### config.mk
export PLATFORM = sky130hd
export DESIGN_NAME = bbox_tracker
export DESIGN_NICKNAME = d
export VERILOG_FILES = /design/src/rtl/bbox_tracker.sv
export SDC_FILE = /design/constraint.sdc
export NUM_CORES = 1
export LEC_CHECK = 0
export BUFFER_PORTS_ARGS = -buffer_cell sky130_fd_sc_hd__buf_2
export CORE_ASPECT_RATIO = 1.75
export CORE_MARGIN = 4
export CORE_UTILIZATION = 65
export DETAILED_ROUTE_END_ITERATION = 10
export MAX_ROUTING_LAYER = met4
export PLACE_DENSITY = 0.92
export SYNTH_ARGS = -nofsm -noshare
export SYNTH_HDL_FRONTEND = slang
export SYNTH_SLANG_ARGS = --single-unit
### constraint.sdc
create_clock -name clk_in -period 12.5 [get_ports clk_in]
set_clock_uncertainty 0.1 [all_clocks]
set_input_delay 2.5 -clock clk_in [delete_from_list [all_inputs] [get_ports clk_in]]
set_output_delay 2.5 -clock clk_in [all_outputs]
set_load 0.02 [all_outputs]
### src/rtl/bbox_tracker.sv
// rtl/bbox_tracker.sv - frame-level bounding-box extractor for a raster pixel stream
module bbox_tracker #(
   parameter int H_ACTIVE   = 1280,
   parameter int V_ACTIVE   = 720,
   parameter int MIN_PIXELS = 16
) (
   input  logic        clk_in,
   input  logic        rst_in,
   input  logic [10:0] hcount_in,
   input  logic [9:0]  vcount_in,
   input  logic        data_valid_in,
   input  logic        mask_in,
   output logic [10:0] x_out,
   output logic [9:0]  y_out,
   output logic [10:0] width_out,
   output logic [9:0]  height_out,
   output logic [19:0] count_out,
   output logic        found_out,
   output logic        valid_out
);

   localparam logic [11:0] H_LIM   = 12'(H_ACTIVE);
   localparam logic [10:0] V_LIM   = 11'(V_ACTIVE);
   localparam logic [10:0] X_LAST  = 11'(H_ACTIVE - 1);
   localparam logic [9:0]  Y_LAST  = 10'(V_ACTIVE - 1);
   localparam logic [19:0] MIN_CNT = 20'(MIN_PIXELS);

   typedef enum logic [1:0] {IDLE, ACCUM, REPORT} state_t;
   state_t state;

   logic [10:0] min_x, max_x;
   logic [9:0]  min_y, max_y;
   logic [19:0] count;

   logic        accepted, is_start, is_last, fold, load;
   logic [10:0] base_min_x, base_max_x, nxt_min_x, nxt_max_x;
   logic [9:0]  base_min_y, base_max_y, nxt_min_y, nxt_max_y;
   logic [19:0] base_count, nxt_count;

   // Qualify the pixel and fold it into either the live or freshly cleared accumulators
   always_comb begin
      accepted = data_valid_in && ({1'b0, hcount_in} < H_LIM) && ({1'b0, vcount_in} < V_LIM);
      is_start = accepted && (hcount_in == '0) && (vcount_in == '0);
      is_last  = accepted && (hcount_in == X_LAST) && (vcount_in == Y_LAST);
      fold     = accepted && mask_in;
      load     = is_start || (state == ACCUM);
      if (is_start) begin
         base_min_x = X_LAST;
         base_max_x = '0;
         base_min_y = Y_LAST;
         base_max_y = '0;
         base_count = '0;
      end else begin
         base_min_x = min_x;
         base_max_x = max_x;
         base_min_y = min_y;
         base_max_y = max_y;
         base_count = count;
      end
      nxt_min_x = (fold && (hcount_in < base_min_x)) ? hcount_in : base_min_x;
      nxt_max_x = (fold && (hcount_in > base_max_x)) ? hcount_in : base_max_x;
      nxt_min_y = (fold && (vcount_in < base_min_y)) ? vcount_in : base_min_y;
      nxt_max_y = (fold && (vcount_in > base_max_y)) ? vcount_in : base_max_y;
      nxt_count = (fold && (base_count != '1)) ? base_count + 20'd1 : base_count;
   end

   // Accumulators: restart on every frame-start, track pixels while accumulating, else frozen
   always_ff @(posedge clk_in or posedge rst_in) begin
      if (rst_in) begin
         min_x <= X_LAST;
         max_x <= '0;
         min_y <= Y_LAST;
         max_y <= '0;
         count <= '0;
      end else if (load) begin
         min_x <= nxt_min_x;
         max_x <= nxt_max_x;
         min_y <= nxt_min_y;
         max_y <= nxt_max_y;
         count <= nxt_count;
      end
   end

   // Frame FSM; the report registers load on the frame-last edge so they are live during REPORT
   always_ff @(posedge clk_in or posedge rst_in) begin
      if (rst_in) begin
         state      <= IDLE;
         valid_out  <= 1'b0;
         found_out  <= 1'b0;
         count_out  <= '0;
         x_out      <= '0;
         y_out      <= '0;
         width_out  <= '0;
         height_out <= '0;
      end else begin
         valid_out <= 1'b0;
         case (state)
            IDLE: begin
               if (is_start) state <= ACCUM;
            end
            ACCUM: begin
               if (is_last && !is_start) begin
                  state     <= REPORT;
                  valid_out <= 1'b1;
                  count_out <= nxt_count;
                  found_out <= (nxt_count >= MIN_CNT);
                  if (nxt_count >= MIN_CNT) begin
                     x_out      <= nxt_min_x;
                     y_out      <= nxt_min_y;
                     width_out  <= nxt_max_x - nxt_min_x + 11'd1;
                     height_out <= nxt_max_y - nxt_min_y + 10'd1;
                  end
               end
            end
            REPORT: begin
               state <= is_start ? ACCUM : IDLE;
            end
            default: state <= IDLE;
         endcase
      end
   end

endmodule

Yosys cells after proc, flatten, opt, wreduce, memory -nomap -nowiden
Cells that the tools add are included.
Word-level totals
  output and inout bits: 64
  flip-flop bits (word level): 128
  word-level logic and storage cells: 69
  input bits: 25
Operators by class
  order comparisons: 7
  add/sub/neg operators: 5
  muxes and demuxes: 16
  reductions and logical operators: 21
  equal/unequal tests: 7
Operators by type and width (count)
  $mux W11: 4
  $mux W10: 4
  $mux W20: 2
  $add A20 B1 Y20 const B: 1
  $ge A20 B5 Y1 const B: 1
  $ne A20 B20 Y1 const B: 1
  $logic_and A1 B1 Y1: 13
  $add A11 B1 Y11 const B: 1
  $eq A11 B11 Y1 const B: 1
  $gt A11 B11 Y1: 1
  $logic_not A11 Y1: 1
  $lt A11 B11 Y1: 1
  $lt A11 B11 Y1 const B: 1
  $sub A11 B11 Y11: 1
  $add A10 B1 Y10 const B: 1
  $eq A10 B10 Y1 const B: 1
  $gt A10 B10 Y1: 1
  $logic_not A10 Y1: 1
  $lt A10 B10 Y1: 1
  $lt A10 B10 Y1 const B: 1
  $sub A10 B10 Y10: 1
  $pmux W2 S3: 1
  $mux W2: 2
  $reduce_and A2 Y1: 2
  9 further kinds: 11

Depth between registers and ports, before layout
  word-level depth: 11
  depth in mapped cells: 32
  depth with buffers taken out: 27

Worst setup path after synthesis
No wires, ideal clock.
  path kind: in2reg
  from: in vcount_in[1]
  to: reg width_out[9]
  buffers on the path: 4
  required time: 12275 ps
  cell stages on the path: 25
  arrival time: 7841 ps
  setup slack: 4434 ps
  library setup time: 125 ps
  cell sequence: nor4_1 nand4_1 nor2_1 clkbuf_1 buf_1 buf_1 nor2_1 ha_1 a21o_1 a221oi_1 a21oi_1 a211oi_1 clkbuf_1 mux2_2 ha_1 ha_1 nor2b_1 o21ai_0 nand2b_1 a21o_1 a21oi_1 o21bai_1 a21oi_1 xnor2_1 mux2_4
Between the ends
  cells in the longest elaborated chain, start to end: 10
  elaborated cells on any way between the ends: 28
  classes of those cells: 3 x add/sub; 4 x order compare; 2 x eq/ne; 6 x mux; 13 x reduce/logical
Ends and longest elaborated chain
  start, declared: line 10  | input logic [9:0] vcount_in,
  $lt A10 B10 Y1: line 42  | accepted = data_valid_in && ({1'b0, hcount_in} < H_LIM) && ({1'b0, vcount_in} < V_LIM);
  $logic_and A1 B1 Y1: line 42
  $logic_and A1 B1 Y1 (2 in series): line 43  | is_start = accepted && (hcount_in == '0) && (vcount_in == '0);
  $mux W11 or $mux W20 (tied branches): line 47  | if (is_start) begin
  $gt A11 B11 Y1, or another cell as far along: line 61  | nxt_max_x = (fold && (hcount_in > base_max_x)) ? hcount_in : base_max_x;
  $logic_and A1 B1 Y1, on equally long branches: line 61, 60, 64
  $mux W11, or another cell as far along: line 61
  $sub A11 B11 Y11 or $ge A20 B5 Y1 (tied branches): line 110, 107
  $add A11 B1 Y11 or $reduce_and A3 Y1 (tied branches)
  end signal, assigned: line 110  | width_out <= nxt_max_x - nxt_min_x + 11'd1;
  end, declared: line 15  | output logic [10:0] width_out,
Parallel ways exist; a longest one is shown, timed or not.
A chain may end at the register's enable or synchronous reset.

Worst setup path after layout
  from: in hcount_in[0]
  to: reg width_out[10]
Between the ends
  cells in the longest elaborated chain, start to end: 11
  elaborated cells on any way between the ends: 29
  classes of those cells: 3 x add/sub; 4 x order compare; 2 x eq/ne; 6 x mux; 14 x reduce/logical
Ends and longest elaborated chain
  start, declared: line 9  | input logic [10:0] hcount_in,
  $lt A11 B11 Y1: line 42
  $logic_and A1 B1 Y1 (2 in series): line 42
  $logic_and A1 B1 Y1 (2 in series): line 43
  $mux W11 or $mux W20 (tied branches): line 47
  $gt A11 B11 Y1, or another cell as far along: line 61
  $logic_and A1 B1 Y1, on equally long branches: line 61, 60, 64
  $mux W11, or another cell as far along: line 61
  $sub A11 B11 Y11 or $ge A20 B5 Y1 (tied branches): line 110, 107
  $add A11 B1 Y11 or $reduce_and A3 Y1 (tied branches)
Parallel ways exist; a longest one is shown, timed or not.

==> flow_summary.json <==
{
  "status": "finished, final reports clean",
  "syn_to_final_growth_pct": 13.7,
  "fin_ws_ps": 4100,
  "core_um2": 12600,
  "core.rowCount": 54,
  "grt_pass1_vias": 7346,
  "synthXorXnorAreaFrac": 0.0449,
  "crit_path_cell_trace": "buf_2 -> nor4_1 -> nand4_1 -> nor2_2 -> buf_4 -> nor2_1 -> ha_1 -> and3_1 -> a221oi_1 -> a21oi_1 -> a211oi_2 -> buf_4 -> mux2_2 -> ha_1 -> ha_1 -> a21oi_1 -> o21ai_0 -> o21ai_0 -> nand2b_1 -> a21oi_1 -> o21ai_0 -> xnor2_1 -> mux2_2",
  "finalHoldViolCount": 0,
  "grt_overflow_total": 0,
  "fmax_mhz": 119,
  "numCtsBuffers": 17,
  "io_buffers": 88,
  "stdcell_count": 1185,
  "ys_types": 68,
  "maxCapViolations": 0,
  "critPathKind": "in -> reg",
  "power.total_mw": 1.04,
  "yosysTopAreaCell": "dfrtp_1",
  "syn_inst": 930,
  "power_frac_clock": 0.496,
  "switching_share": 0.247,
  "worst_ep_required_time_ps": 12710,
  "peakVddDrop_uv": 106,
  "synth.area.mux_share": 0.0770,
  "drc_errors": 0,
  "tns_ps": 0,
  "dp.final_hpwl_mm": 15.6,
  "cpPeakStageDelay_ps": 520,
  "via_per_inst": 6.13,
  "vias": 7267,
  "p_per_area_nw_per_um2": 109,
  "synth_common_cells": "nand2_1, nor2_1, dfrtp_1, ha_1, o21ai_0",
  "post-synth-top-count-cell": "nand2_1",
  "yosys_warnings": 0,
  "clk_pin_slew_ps": 60,
  "layout-drive-gt1-share": 0.193,
  "drtIter0Drc": 526,
  "synth-async-reset-ratio": 1.00,
  "p_leak_nw": 4.43,
  "hold_class": "reg -> reg",
  "dp.cells": 1153,
  "syn_nets": 1034,
  "diodes": 0,
  "startpoint_type": "input pin",
  "p_int_mw": 0.783,
  "synth-simple-area-share": 0.198,
  "wl_per_cell_um": 18.9,
  "pwr-share-comb": 0.103,
  "synth_compound_area_frac": 0.125,
  "io_pins": 89,
  "synth_area_leaders": "dfrtp_1, ha_1, nand2_1, nor2_1, dfstp_2",
  "synth-edff-count": 0,
  "crit_fanout": 41,
  "synth_top_family_by_area": "simple AND/OR/NAND/NOR gates",
  "synth-adder-area-share": 0.120,
  "grt_pass1_wl_mm": 36.5,
  "drt_wl_total_mm": 22.4,
  "antenna_found_initial": 0,
  "synth_seq_cells": 128,
  "root_buffer": "clkbuf_16",
  "whs_ps": 358,
  "gr-usage-all-layers": 0.324,
  "endpoint_kind": "register",
  "rsz0062_at_grt": "no",
  "avgSynthCellArea_um2": 9.01,
  "clk_path_buf_depth": 2,
  "cts_tree": "built",
  "ctsResizeCount": 0,
  "place_ws_ps": 3910,
  "die_area_um2": 14800,
  "hold_buffers": 0,
  "fin_nets": 1108,
  "cts-htree-levels": 4,
  "fin_crit_sh": 0.672,
  "drtPass1Iterations": 6,
  "slowest_stage": "a211oi_2",
  "tightest_slew_ps": 1080,
  "slew_viol_final": 0,
  "seqPwrFrac": 0.400,
  "grt_max_degree": 78,
  "dieWidth_um": 93.8,
  "antenna_left": 0,
  "switchingPower_mw": 0.257,
  "gp_congestion": 0.948,
  "ys.flop_type": "dfrtp_1",
  "syn_area_um2": 8380,
  "start_util": 0.667,
  "clock_sinks": 128,
  "synth.top_cell.area_share": 0.334,
  "fin_crit_ps": 8400,
  "clk_latency_ps": 420,
  "timing.slew.headroom": 0.278,
  "post_cts_buffers": 0,
  "crit_arrival_ps": 8610,
  "setup_viol": 0,
  "ys_seq_area_frac": 0.385,
  "fillers": 879,
  "die_h_um": 158
}
[metrics by stage]
step | utilization | cell area (um2)
2_1_floorplan | - | 8380
4_1_cts | 0.758 | 9530
6_report | 0.758 | 9530
3_5_place_dp | 0.709 | 8910
5_1_grt | 0.758 | 9530
3_3_place_gp | 0.709 | 8910
[final cells by class]
class	instances	area [um2]	area share
sequential	128	3220	0.338
clock inverter	12	160	0.0168
clock buffer	20	457	0.0479
inverter	51	194	0.0204
multi-input combinational	705	4750	0.498
timing repair buffer	101	538	0.0565
tap	168	210	0.0221
[cells by family after synthesis]
family	after synthesis
muxes	54
xor gates and xnor gates	43
adders and majority gates	79
AOI/OAI and AO/OA	169
DFF	128
buffers and inverters	97
and+or+nand+nor	360
[cell usage in the layout (no fill, tap or decap), types with 7 or more instances in the layout]
master	synthesis	routed
nand2_1	126	126
nor2_1	114	112
dfrtp_1	112	112
buf_2	7	88
ha_1	77	77
o21ai_0	63	63
inv_1	51	50
a21oi_1	46	46
nand3_1	26	26
xnor2_1	25	25
mux2i_1	24	24
xor2_1	18	18
mux2_4	18	18
nand4_1	17	17
clkbuf_16	0	17
dfstp_2	16	16
buf_4	1	13
nand2b_1	11	11
mux2_2	11	11
nor3_1	10	10
nor4_1	9	9
or3_1	9	9
and3_1	8	8
o31ai_1	8	8
a21o_1	7	7
[per-layer routing]
layer,share of wire,vias up,track usage,routed length (um)
met5,0,-,-,0
met2,0.53,318,0.572,11800
met3,0.062,76,0.0456,1400
met4,0.038,0,0.149,841
met1,0.37,3492,0.357,8350
li1,-,3381,-,-
[sequential cells by signal (all words and copies together) (netlist names)]
register    flops
min_y          10
min_x          11
valid_out       1
y_out          10
height_out     10
max_y          10
x_out          11
max_x          11
state           2
width_out      11
count_out      20
count          20
found_out       1
[critical path, delay by kind of cell]
kind	cells	cell delay [ps]
muxes	2	660
AOI/OAI and AO/OA	8	2010
and+or+nand+nor	6	1350
adders and majority gates	3	1030
xor gates and xnor gates	1	150
buffers and inverters	3	890
[worst paths after layout]
check | to | start | slack (ps) | cells after the start
max | width_out[10] | hcount_in[0] | 4100 | 23
min | count_out[14] | count_out[14] | 360 | 2
max reg2reg | width_out[10] | min_x[6] | 7200 | 18
min reg2reg | count_out[14] | count_out[14] | 360 | 2
max in group asynchronous | count[17] | rst_in | 8810 | 3
min in group asynchronous | count_out[19] | rst_in | 2190 | 2
[power groups by stage]
stage	combinational [mW]	sequential, mW	clock (mW)
global placement	0.101	0.423	0
global route	0.119	0.416	0.538
detailed placement	0.104	0.423	0
CTS	0.106	0.416	0.519
finish	0.108	0.416	0.516
floorplan	0.0731	0.423	0
Note: power is estimated with default switching activity, not from simulation.
